<file path="config.mk">
export PLATFORM = sky130hd
export DESIGN_NAME = hdmi_i2c_init_sequencer
export DESIGN_NICKNAME = d
export VERILOG_FILES = /design/src/rtl/hdmi_i2c_init_sequencer.sv
export SDC_FILE = /design/constraint.sdc
export NUM_CORES = 1
export LEC_CHECK = 0
export CORE_AREA = 2 2 89 155
export CTS_BUF_LIST = sky130_fd_sc_hd__clkbuf_8
export CTS_CLUSTER_DIAMETER = 120
export DETAILED_ROUTE_END_ITERATION = 16
export DIE_AREA = 0 0 91 157
export HOLD_SLACK_MARGIN = 0.08
export SLEW_MARGIN = 20
export SYNTH_ARGS = -nofsm -noshare
export SYNTH_HDL_FRONTEND = slang
export SYNTH_SLANG_ARGS = --single-unit
export TNS_END_PERCENT = 30
</file>
<file path="constraint.sdc">
create_clock -name CLOCK -period 3.25 [get_ports CLOCK]
set_input_delay 0.4875 -clock CLOCK [delete_from_list [all_inputs] [get_ports CLOCK]]
set_output_delay 0.4875 -clock CLOCK [all_outputs]
set_load 0.02 [all_outputs]
</file>
<file path="src/rtl/hdmi_i2c_init_sequencer.sv">
// HDMI transmitter bring-up sequencer: waits out the power-up delay, then
// walks an external register table and issues one 24-bit I2C write per
// entry, retrying on NACK or controller timeout.
//
// Handshake with the I2C controller: I2C_GO is a registered level request
// that rises on entry to REQ. The controller answers with I2C_END held high
// until I2C_GO drops; I2C_ACK is sampled in the same cycle that I2C_END is
// first seen. A new request is only raised after I2C_END has been seen low,
// and LOAD always separates attempts with a cycle of I2C_GO low.
module hdmi_i2c_init_sequencer #(
    parameter int          LUT_SIZE       = 31,
    parameter logic [7:0]  SLAVE_ADDR     = 8'h72,
    parameter logic [23:0] INIT_DELAY     = 24'd50000,
    parameter logic [15:0] SETTLE_CYCLES  = 16'd100,
    parameter int          RETRY_MAX      = 3,
    parameter logic [23:0] TIMEOUT_CYCLES = 24'd200000
) (
    input  logic        CLOCK,
    input  logic        RESET_N,
    input  logic        REINIT,
    output logic [5:0]  LUT_INDEX,
    input  logic [15:0] LUT_DATA,
    output logic [23:0] I2C_DATA,
    output logic        I2C_GO,
    input  logic        I2C_END,
    input  logic        I2C_ACK,
    output logic        BUSY,
    output logic        CONFIG_DONE,
    output logic        CONFIG_ERROR,
    output logic [5:0]  ERR_INDEX
);

    typedef enum logic [2:0] {
        S_PWR_WAIT, S_LOAD, S_REQ, S_REL, S_SETTLE, S_NEXT, S_DONE, S_ERROR
    } state_t;

    localparam logic [24:0] INIT_LIM   = {1'b0, INIT_DELAY};
    localparam logic [24:0] SETTLE_LIM = {9'd0, SETTLE_CYCLES};
    localparam logic [24:0] TMO_LIM    = {1'b0, TIMEOUT_CYCLES};
    localparam logic [5:0]  LAST_INDEX = 6'(LUT_SIZE - 1);
    localparam logic [2:0]  RETRY_LIM  = 3'(RETRY_MAX);

    // state is kept as a named signal so checkers can bind to it directly
    state_t      state, state_n;
    logic [23:0] cnt, cnt_n, cnt_inc;
    logic [24:0] cnt_p1;
    logic [2:0]  retry, retry_n;
    logic        fail, fail_n;
    logic [5:0]  index_n, err_index_n;
    logic [23:0] data_n;
    logic        go_n, busy_n, done_n, error_n;

    // shared delay/settle/timeout counter: saturating increment, and the
    // "limit reached" test is done on cnt+1 so a limit of N takes N cycles
    always_comb begin
        cnt_inc = (cnt == 24'hFFFFFF) ? cnt : cnt + 24'd1;
        cnt_p1  = {1'b0, cnt} + 25'd1;
    end

    // state register
    always_ff @(posedge CLOCK or negedge RESET_N) begin
        if (!RESET_N) state <= S_PWR_WAIT;
        else          state <= state_n;
    end

    // next-state and next-value logic for every register
    always_comb begin
        state_n     = state;
        cnt_n       = cnt;
        retry_n     = retry;
        fail_n      = fail;
        index_n     = LUT_INDEX;
        data_n      = I2C_DATA;
        busy_n      = BUSY;
        done_n      = CONFIG_DONE;
        error_n     = CONFIG_ERROR;
        err_index_n = ERR_INDEX;
        case (state)
            S_PWR_WAIT: begin
                // the delay only starts once a previous transfer has released I2C_END
                if (I2C_END) begin
                    cnt_n = '0;
                end else if (cnt_p1 >= INIT_LIM) begin
                    cnt_n   = '0;
                    state_n = S_LOAD;
                end else begin
                    cnt_n = cnt_inc;
                end
            end
            S_LOAD: begin
                data_n  = {SLAVE_ADDR, LUT_DATA};
                cnt_n   = '0;
                fail_n  = 1'b0;
                state_n = S_REQ;
            end
            S_REQ: begin
                if (I2C_END) begin
                    fail_n  = I2C_ACK;
                    state_n = S_REL;
                end else if (cnt_p1 >= TMO_LIM) begin
                    fail_n  = 1'b1;
                    state_n = S_REL;
                end else begin
                    cnt_n = cnt_inc;
                end
            end
            S_REL: begin
                if (!I2C_END) begin
                    cnt_n = '0;
                    if (!fail) begin
                        retry_n = '0;
                        state_n = S_SETTLE;
                    end else if (retry < RETRY_LIM) begin
                        retry_n = retry + 3'd1;
                        state_n = S_SETTLE;
                    end else begin
                        err_index_n = LUT_INDEX;
                        error_n     = 1'b1;
                        busy_n      = 1'b0;
                        state_n     = S_ERROR;
                    end
                end
            end
            S_SETTLE: begin
                if (cnt_p1 >= SETTLE_LIM) begin
                    cnt_n   = '0;
                    state_n = S_NEXT;
                end else begin
                    cnt_n = cnt_inc;
                end
            end
            S_NEXT: begin
                if (fail) begin
                    state_n = S_LOAD;
                end else if (LUT_INDEX == LAST_INDEX) begin
                    done_n  = 1'b1;
                    busy_n  = 1'b0;
                    state_n = S_DONE;
                end else begin
                    index_n = LUT_INDEX + 6'd1;
                    state_n = S_LOAD;
                end
            end
            default: begin
                state_n = state;
            end
        endcase
        // restart request overrides whatever the current state decided
        if (REINIT) begin
            state_n     = S_PWR_WAIT;
            cnt_n       = '0;
            retry_n     = '0;
            fail_n      = 1'b0;
            index_n     = '0;
            busy_n      = 1'b1;
            done_n      = 1'b0;
            error_n     = 1'b0;
            err_index_n = '0;
        end
        go_n = (state_n == S_REQ);
    end

    // datapath and output registers
    always_ff @(posedge CLOCK or negedge RESET_N) begin
        if (!RESET_N) begin
            cnt          <= '0;
            retry        <= '0;
            fail         <= 1'b0;
            LUT_INDEX    <= '0;
            I2C_DATA     <= '0;
            I2C_GO       <= 1'b0;
            BUSY         <= 1'b1;
            CONFIG_DONE  <= 1'b0;
            CONFIG_ERROR <= 1'b0;
            ERR_INDEX    <= '0;
        end else begin
            cnt          <= cnt_n;
            retry        <= retry_n;
            fail         <= fail_n;
            LUT_INDEX    <= index_n;
            I2C_DATA     <= data_n;
            I2C_GO       <= go_n;
            BUSY         <= busy_n;
            CONFIG_DONE  <= done_n;
            CONFIG_ERROR <= error_n;
            ERR_INDEX    <= err_index_n;
        end
    end

endmodule

</file>
[Word-level counts from Yosys, hierarchy flattened]
Cells that the tools add are included.
Widths: inputs -> output; s select.
Storage, ports and cells
  flip-flop bits (word level): 64
  input bits: 21
Cells by class
  add/subtract/negate cells: 4
  $lt $le $gt $ge: 4
  equality and inequality tests: 21
  multiplexer cells: 55
  reductions and logical operators: 15
Operator list (count)
  $mux 24: 8
  $pmux 24 s5: 1
  $mux 6: 9
  $mux 3: 14
  $add 24x1->25 const B: 1
  $ge 25x16->1 const B: 1
  $ge 25x18->1 const B: 1
  $ge 25x7->1 const B: 1
  $add 24x1->24 const B: 1
  $eq 24x24->1 const B: 1
  $ne 3x3->1 const B: 7
  $mux 1: 18
  $pmux 3 s6: 1
  $eq 3x2->1 const B: 3
  $reduce_and 3->1: 3
  $ne 2x2->1 const B: 4
  $reduce_and 4->1: 2
  $reduce_bool 2->1: 4
  $add 6x1->6 const B: 1
  $eq 3x3->1 const B: 2
  $eq 6x5->1 const B: 1
  $reduce_and 6->1: 1
  $reduce_bool 3->1: 2
  $reduce_bool 6->1: 1
  9 further kinds: 11

[Depth between registers and ports, before layout]
Gate-level depths: netlist of the first run.
  word-level depth: 7
  mapped depth: 12

[Worst setup path before layout of the first run]
OpenSTA, ideal clock, no wires.
  path kind: register -> register
  start: register cnt[0]
  end: register cnt[6]
  setup time: 77 ps
  data arrival time: 2894 ps
  data required time: 3173 ps
  path slack: 278 ps
  stages on the path, launching flop included: 12
  clock period less this slack: 2972 ps
  cell sequence: dfrtp_1 -> ha_1 -> nand3_2 -> or3_1 -> a21oi_1 -> o21a_1 -> mux2_2 -> a2111oi_4 -> o221ai_2 -> buf_6 -> o21bai_1 -> a21oi_1
Between the ends
  longest elaborated chain between the ends: 6
  elaborated cells on any way between the ends: 16
  those cells by class: add/sub (2); order compare (3); eq/ne (2); mux (8); reduce/logical (1)
Ends and longest elaborated chain
  start: declaration: line 45  | logic [23:0] cnt, cnt_n, cnt_inc;
  start signal: assignment: line 177  | cnt <= cnt_n;
  $add 24x1->25, or another cell as far along: line 57  | cnt_p1 = {1'b0, cnt} + 25'd1;
  $ge 25x16->1 or $mux 24 (tied branches): line 83, 56
  $mux 24, on equally long branches: line 83, 100
  $mux 24, on equally long branches: line 81, 97
  $pmux 24 s5: line 78  | case (state)
  $mux 24: line 149  | if (REINIT) begin
Parallel ways exist; a longest one is shown, timed or not. The select of a mux whose other input is x is not followed.
A chain may end at the register's enable or synchronous reset.

[Final worst setup path of the first run]
  start: register cnt[0]
  end: register cnt[8]
The elaborated chain is that of the path after synthesis.

==> run summary, run 1 <==
The flow ran to the end, and the final reports show no timing, DRC or antenna violations. The tools report the worst reg2reg path startpoint as cnt[0]. The run gives 0 as the hold buffer count at CTS. I/O pin total: 61.

TritonCTS built the clock tree. The wire-length estimate of the detail-placed layout is 7660 um. Cells with a size suffix above 1 make up 21.4% of the layout. Start-to-end type of the worst setup path: register to register. STA puts the critical path data required time at 3.53 ns. The initial antenna violation count is 0.

The first detailed-routing pass took 4 iterations. From bottom edge to top edge, the die measures 157 um. The logs give 3.28 ns for the critical path arrival and 0 for the DRC violation count after routing. The clock tree skew after final layout is 0.0119 ns, and the setup-violating endpoint count in the final report is 0.

The clock slew seen by the registers of the worst setup and hold paths is 0.08 ns, and the count of buffers inserted at the top-level ports is 56. Global routing finished with a remaining overflow of 0. The logs give 9 for the number of buffers inserted during clock tree synthesis and 10400 um for the total detailed-routing wirelength. The number of flops mapped to enable cells by yosys was 0. The startpoint class of the critical path is a register. The endpoint identified for the worst register-to-register timing path is cnt[8]. The sum of negative setup slack was 0 ns; the final critical path time including I/O delays and setup was 3.00 ns. Across all layers, the routed design uses 3416 vias. Compared with the post-synthesis result, the final layout area differs by 29.7%. In the layout the commonest cells are dfrtp_1, clkdlybuf4s50_1, nor2_1. The clock latency at the later pin of the worst-skew pair was 0.36 ns. Each instance of the synthesized netlist takes up on average 9.50 um^2.

The power after layout came out at 0.00184 W. The longest clock path from root to sink contains 2 buffers. The most common library cell in the layout ignoring fill and taps was dfrtp_1. The logs give 0.159 ns for the pre-CTS setup slack and 0.248 ns for the post-route worst setup slack.

Maximum number of pins on one net before global-route repair: 41. Setup repair after global routing left no endpoint under its margin. The last weighted congestion value of the routability-driven placer came out at 0.914. The first global-routing pass estimated 17700 um of wire. The horizontal die dimension was 91 um; the core outline area was 0.0129 mm^2.

The reported max-cap violation count is 0, and the share of the clock period used by the worst path after layout is 92.4%. The floorplan has 55 rows. Depth of the most critical reg-to-reg path: 11. For the internal reg-to-reg setup slack, the log shows 0.25 ns. In this run the worst path has a maximum fanout of 7.

Dividing the detail-routed wire length by the instance count gives 15.9 um. Summing the sequential cell areas from Yosys gives 41.7% of the chip area. Hold timing on the final database bottoms out at a slack of 0.117 ns. The number of nets in the final layout is 507, and the number of instances in the synthesized netlist is 405.

For the total global-route track usage, the log shows 15.3%. The logs give 0 for the number of hold violations in the final report and 2.18 nW for the static leakage. For the remaining antenna violation count, the log shows 0.

The nature of the critical path endpoint is a register. For the pin with the worst max-slew slack, the measured transition is 0.561 ns. Yosys mapped the design onto 62 distinct sky130hd cell types. The most used flip-flop cell after synthesis was dfrtp_1. For this design the ratio of total power to cell area is 369 mW/mm^2. For this configuration, the core starts out at a cell density of 29.7%. In this run the cell area of the synthesized design comes to 0.00385 mm^2.

The die covers 0.0143 mm^2. Counting flops with an async set or reset pin after synthesis yields a share of 100%. Based on the critical path, the design can be clocked at up to 333 MHz. The run gives 3 as the CTS H-tree depth. The via count of the first global-routing pass is 3604, and the count of antenna diodes in the layout is 0. Measured on the finished design, the core utilization comes to 38.6%. For this design, the sink count on the clock tree is 64.

VDD sags by at most 258 uV. The Yosys step of the flow raised 0 warnings. In this run the clock root is driven by a clkbuf_8. The headroom to the max-slew limit is 62.5%.

The max-slew violation count was 0; the number of DRC violations after detailed-routing iteration 0 was 179. The via density per instance is 5.19, and the number of synthesized register bits is 64. The worst hold path belongs to the class input pin to async pin.
-- power breakdown --
part           internal (W)  total, W  switching [W]  leakage, nW
registers          0.000836  0.000858      0.0000217        0.868
logic              0.000137  0.000264       0.000128         1.21
clock network      0.000393  0.000720       0.000327        0.101
total               0.00137   0.00184       0.000477         2.18
-- per-stage QoR --
stage	cells	instance area, um^2
after global routing	658	4990
after floorplan	408	3860
after global placement	639	4730
after detailed placement	639	4730
final	658	4990
after CTS	655	4940
-- how the worst max path moves through the flow --
stage,startpoint,endpoint,slack (ns)
CTS,cnt[0],cnt[8],0.14
finish,cnt[0],cnt[8],0.25
detailed placement,cnt[0],cnt[8],0.16
global placement,cnt[0],cnt[9],0.20
global route,cnt[1],cnt[8],0.04
floorplan,cnt[0],cnt[6],0.28
-- synth_stat cells, types with 6 or more instances --
master    number  share of area (%)
dfrtp_1       63                 41
nor2_1        46                4.5
a21oi_1       37                4.8
mux2_2        17                5.0
nand2_1       16                1.6
nand3_1       16                2.1
o21ai_0       15                2.0
clkbuf_1      14                1.4
inv_1         12                1.2
nand4_1       11                1.8
nor4_1        10                1.6
buf_4          9                1.8
buf_2          8                1.0
xor2_1         8                1.8
xnor2_1        7                1.6
a21o_1         6                1.2
mux2i_1        6                1.6
-- final cells by class --
cell class | count | area, um^2
Clock buffer | 11 | 151
Multi-Input combinational cell | 300 | 2070
Timing Repair Buffer | 95 | 848
Clock inverter | 5 | 55.1
Fill cell | 1350 | 7950
Tap cell | 171 | 214
Sequential cell | 64 | 1600
Inverter | 12 | 45.0
-- state kept, by name, summed over array words and instances, names as in the netlist --
| name | count |
|---|---|
| BUSY | 1 |
| CONFIG_DONE | 1 |
| CONFIG_ERROR | 1 |
| ERR_INDEX | 6 |
| I2C_DATA | 17 |
| I2C_GO | 1 |
| LUT_INDEX | 6 |
| cnt | 24 |
| fail | 1 |
| retry | 3 |
| state | 3 |
-- repair_timing --
item / 4_1_cts / 5_1_grt
hold endpoints to repair: 0 / 0
resized for setup: 0 / 5
setup buffers: 0 / 3
endpoints found under the setup margin: 0 / 12
-- per-layer routing --
layer	track usage [%]	vias to the layer above	wire, um
met3	3.16	22	378
met2	29.4	84	5900
li1	-	1626	-
met5	0	-	0
met1	15.7	1684	3860
met4	7.07	0	302
-- critical path: stages (launching register included) --
cell and delay, ns:
dfrtp_1 0.39, ha_1 0.24, and3_1 0.24, nand4_1 0.15, xor2_2 0.21, o21a_1 0.19, mux2_2 0.38, a2111oi_4 0.40
o221ai_4 0.19, buf_4 0.20, a31o_2 0.21, a21oi_1 0.13
-- logic make-up after synthesis --
logic type | Yosys count | share of synthesized area, %
AND/OR/NAND/NOR | 150 | 22.7
other | 1 | 0.0975
AO/OA/AOI/OAI | 104 | 18.7
adder cells (fa/ha/maj) | 4 | 1.30
multiplexers | 23 | 6.54
buffers and inverters | 44 | 5.63
XOR/XNOR | 15 | 3.41
flip-flops | 64 | 41.7
Power figures use the tool's default switching activity.
==> run 2: changes to the inputs <==
- CELL_PAD_IN_SITES_DETAIL_PLACEMENT: not set -> 2
- CELL_PAD_IN_SITES_GLOBAL_PLACEMENT: not set -> 2
- CORE_AREA: 2 2 89 155 -> 2 2 107 130
- DIE_AREA: 0 0 91 157 -> 0 0 109 132
- GPL_ROUTABILITY_DRIVEN: not set -> 0
- PLACE_DENSITY_LB_ADDON: not set -> 0.1
==> run 2 against run 1 <==
Compared with the run above:
- first-iteration DRC count shrank 42%
- sequential power is essentially flat
- routed wire length grew 19%
- hold slack got worse by 0.0015 ns
- flip-flop and latch count did not move
- sequential share of layout area grew 0.28 points
- largest cell class unchanged
==> run summary, run 2 (synthesis results as in run 1) <==
The run finished with clean final reports. For the reported max-cap violation count, the log shows 0 (unchanged). The maximum fanout encountered on the critical timing path came out at 18 (+11). Grouping stages by cell kind, the critical path spends the most delay in compound AO/OA/AOI/OAI gates. The via count of the first global-routing pass was 3871 (+7.4%). The sum of overflow across all layers after global routing is 0 (unchanged). The clock slew seen by the registers of the worst setup and hold paths was 0.08 ns (about the same). For the internal reg-to-reg setup slack, the log shows 0.11 ns (-0.14 ns). The tools report the number of clock sinks seen by CTS as 64 (unchanged). The path class of the tightest hold or removal check is input pin to async pin.

Vias after detailed routing: 3412 (-0.12%). The met1 routing resource usage after global routing was 21.9% (+6.2 points). The core outline area was 0.0131 mm^2 (+0.99%); the setup-violating endpoint count in the final report was 0 (unchanged).

The count of buffers inserted at the top-level ports is 56 (unchanged), and the post-route cell area is 0.00496 mm^2 (-0.70%). The hold buffer count at CTS was 0 (unchanged); the horizontal die dimension was 109 um (+20%). Leaving out fill and tap cells, the most frequent cells in the layout are dfrtp_1, clkdlybuf4s50_1, nor2_1.

The clock tree skew after final layout was 0.00822 ns (-0.00371 ns). The tools report the sequential cell fraction of total power as 42.4% (-4.1 points). The sum of negative setup slack is 0 ns (unchanged), and the highest ir drop seen on vdd is 265 uV (+2.7%). The number of nets in the final layout was 495 (-2.4%). The logs give 65 (+59%) for the maximum number of pins on one net before global-route repair and 0 (unchanged) for the initial antenna violation count. In this run the critical register-to-register path is captured at cnt[12]. Critical path buffer and inverter count: 1 (unchanged). The flip-flop count of the largest register, all copies and words added was 24 (unchanged); the count of antenna diodes in the layout was 0 (unchanged).

The share of the clock period used by the worst path after layout is 96.6% (+4.3 points). For the total global-route track usage, the log shows 18.5% (+3.2 points). Switching part of the total: 26.3% (+0.38 points).

The switching power was 0.000531 W (+11%). The ratio of total power to cell area came out at 408 mW/mm^2 (+11%). The tools report the achievable clock frequency as 318 MHz (-4.4%). The area overhead of the layout relative to synthesis came out at 28.8%. Height of the chip: 132 um (-16%). Routing layer with the top usage in global route: met2.

Headroom to the max-slew limit: 52.6% (-9.9 points). The clock root buffer was clkbuf_8. Number of hold violations in the final report: 0 (unchanged). The worst reg2reg path startpoint was cnt[0]. The logs give 0 (unchanged) for the DRC violation count after routing and 3.95% (+0.80 points) for the met3 track demand over resource. The placed wire-length estimate after detailed placement was 8470 um (+11%); the CTS H-tree depth was 3 (unchanged). The number of buffers inserted during clock tree synthesis came out at 9 (unchanged).

The maximum clock path buffer count came out at 2 (unchanged). The data required time of the critical path came out at 3.54 ns (about the same). The logs give 20700 um (+17%) for the first-pass GRT wire length and 29.4% (-0.29 points) for the initial cell density of the core.

The maximum cell stage delay along the critical path was 0.41 ns (about the same); the max-slew violation count was 0 (unchanged). The fraction of power consumed by the clock network was 44.3% (+5.2 points); the final critical path time including I/O delays and setup was 3.14 ns (+0.138 ns). The library cell used most frequently in the layout, excluding fill and tap cells, is dfrtp_1.

The number of cell rows was 46 (-16%); the I/O pin total was 61 (unchanged). The internal power is 0.00149 W (+9.2%), and the first-pass detailed-route iteration total is 4 (unchanged). The pin slew with the least headroom to its limit is 0.709 ns (+0.148 ns). The register bank with the most flops was cnt. Traced cell by cell, the critical path runs through ha_2, nand3_4, or3_1, a21oi_1, o21a_1, mux2_2, a2111oi_4, o221ai_2, buf_4, a31o_2, a21oi_1. Number of DRC violations after detailed-routing iteration 0: 103 (-42%). The largest registers in the layout are cnt (24), I2C_DATA (17).

The run gives 12400 um (+19%) as the total detailed-routing wirelength. The tools report the placed cell area as 0.00468 mm^2 (-1.1%). The logs give 0 (unchanged) for the remaining antenna violation count and 13.3% (-1.0 points) for the combinational cell fraction of total power. Library cell appearing most often on the critical path: a21oi_1. The logs give 32.7% (+3.3 points) for the met2 track utilization from global routing and 0.0144 mm^2 (+0.71%) for the full die area. The critical path arrival came out at 3.43 ns (+0.15 ns). The setup path with the least slack is of type register to register. The worst setup path is captured at a register.

For this design, the slowest cell found on the critical path is or3_1. The fraction of final layout cells sized beyond drive strength 1 is 19.8% (-1.6 points). The via density per instance is 5.31 (+2.2%). The average wire per cell in the routed design came out at 19.3 um (+22%). The tools report the startpoint class of the critical path as a register.

TritonCTS built the clock tree. The depth of the most critical reg-to-reg path was 11 (unchanged); the clock latency at the later pin of the worst-skew pair was 0.37 ns (about the same). The static leakage came out at 2.13 nW (-2.3%).
[run 2: cell types whose count changed in the layout (fill, tap and decap cells not counted), sizes merged]
| cell | change |
|---|---|
| clkinv | -1 |
| clkbuf | -2 |
| buf | -12 |
| bufinv | +2 |
| clkinvlp | -2 |
| inv | +3 |
[run 2: cell type report]
cell class                      instances  area [um^2]
Fill cell                            1423         8110
Multi-Input combinational cell        300         2060
Sequential cell                        64         1610
Timing Repair Buffer                   83          783
Tap cell                              168          210
Clock inverter                          7          125
Clock buffer                            9          124
Inverter                               12         45.0
[run 2: worst max path at each step]
| stage | from | end | slack, ns | cells past startpoint |
|---|---|---|---|---|
| 2_1_floorplan | cnt[0] | cnt[6] | 0.28 | 11 |
| 3_3_place_gp | cnt[13] | cnt[12] | 0.17 | 11 |
| 3_5_place_dp | cnt[13] | cnt[12] | 0.04 | 10 |
| 4_1_cts | cnt[13] | cnt[12] | 0.02 | 11 |
| 5_1_grt | cnt[2] | cnt[12] | -0.01 | 10 |
| 6_report | cnt[0] | cnt[12] | 0.11 | 11 |
[run 2: power by group through the flow]
stage | sequential [W] | clock [W] | combinational (W)
final | 0.000858 | 0.000895 | 0.000269
after global routing | 0.000864 | 0.000958 | 0.000287
after CTS | 0.000859 | 0.000930 | 0.000275
after detailed placement | 0.000875 | 0 | 0.000273
after global placement | 0.000871 | 0 | 0.000271
after floorplan | 0.000921 | 0 | 0.0000804
[run 2: repair_timing]
action / 4_1_cts / 5_1_grt
endpoints found under the setup margin: 0 / 18
endpoints found under the hold margin: 0 / 0
gates resized for setup: 0 / 6
setup buffers: 0 / 1
[run 2: through the flow]
stage                     cells  worst slack [ns]  power (W)  hold slack, ns  utilization (%)
after floorplan             408             0.278    0.00100           0.192                -
after global placement      626             0.166    0.00114           0.490             35.8
after detailed placement    626            0.0429    0.00115           0.499             35.8
after CTS                   642            0.0217    0.00206           0.132             37.7
after global routing        643           -0.0120    0.00211           0.131             37.9
final                       643             0.110    0.00202           0.115             37.9
[run 2: per-layer routing]
layer	vias to the layer above	part of all wire, %
met1	1753	43
li1	1601	-
met5	-	0
met3	15	2.5
met2	43	53
met4	0	1.7
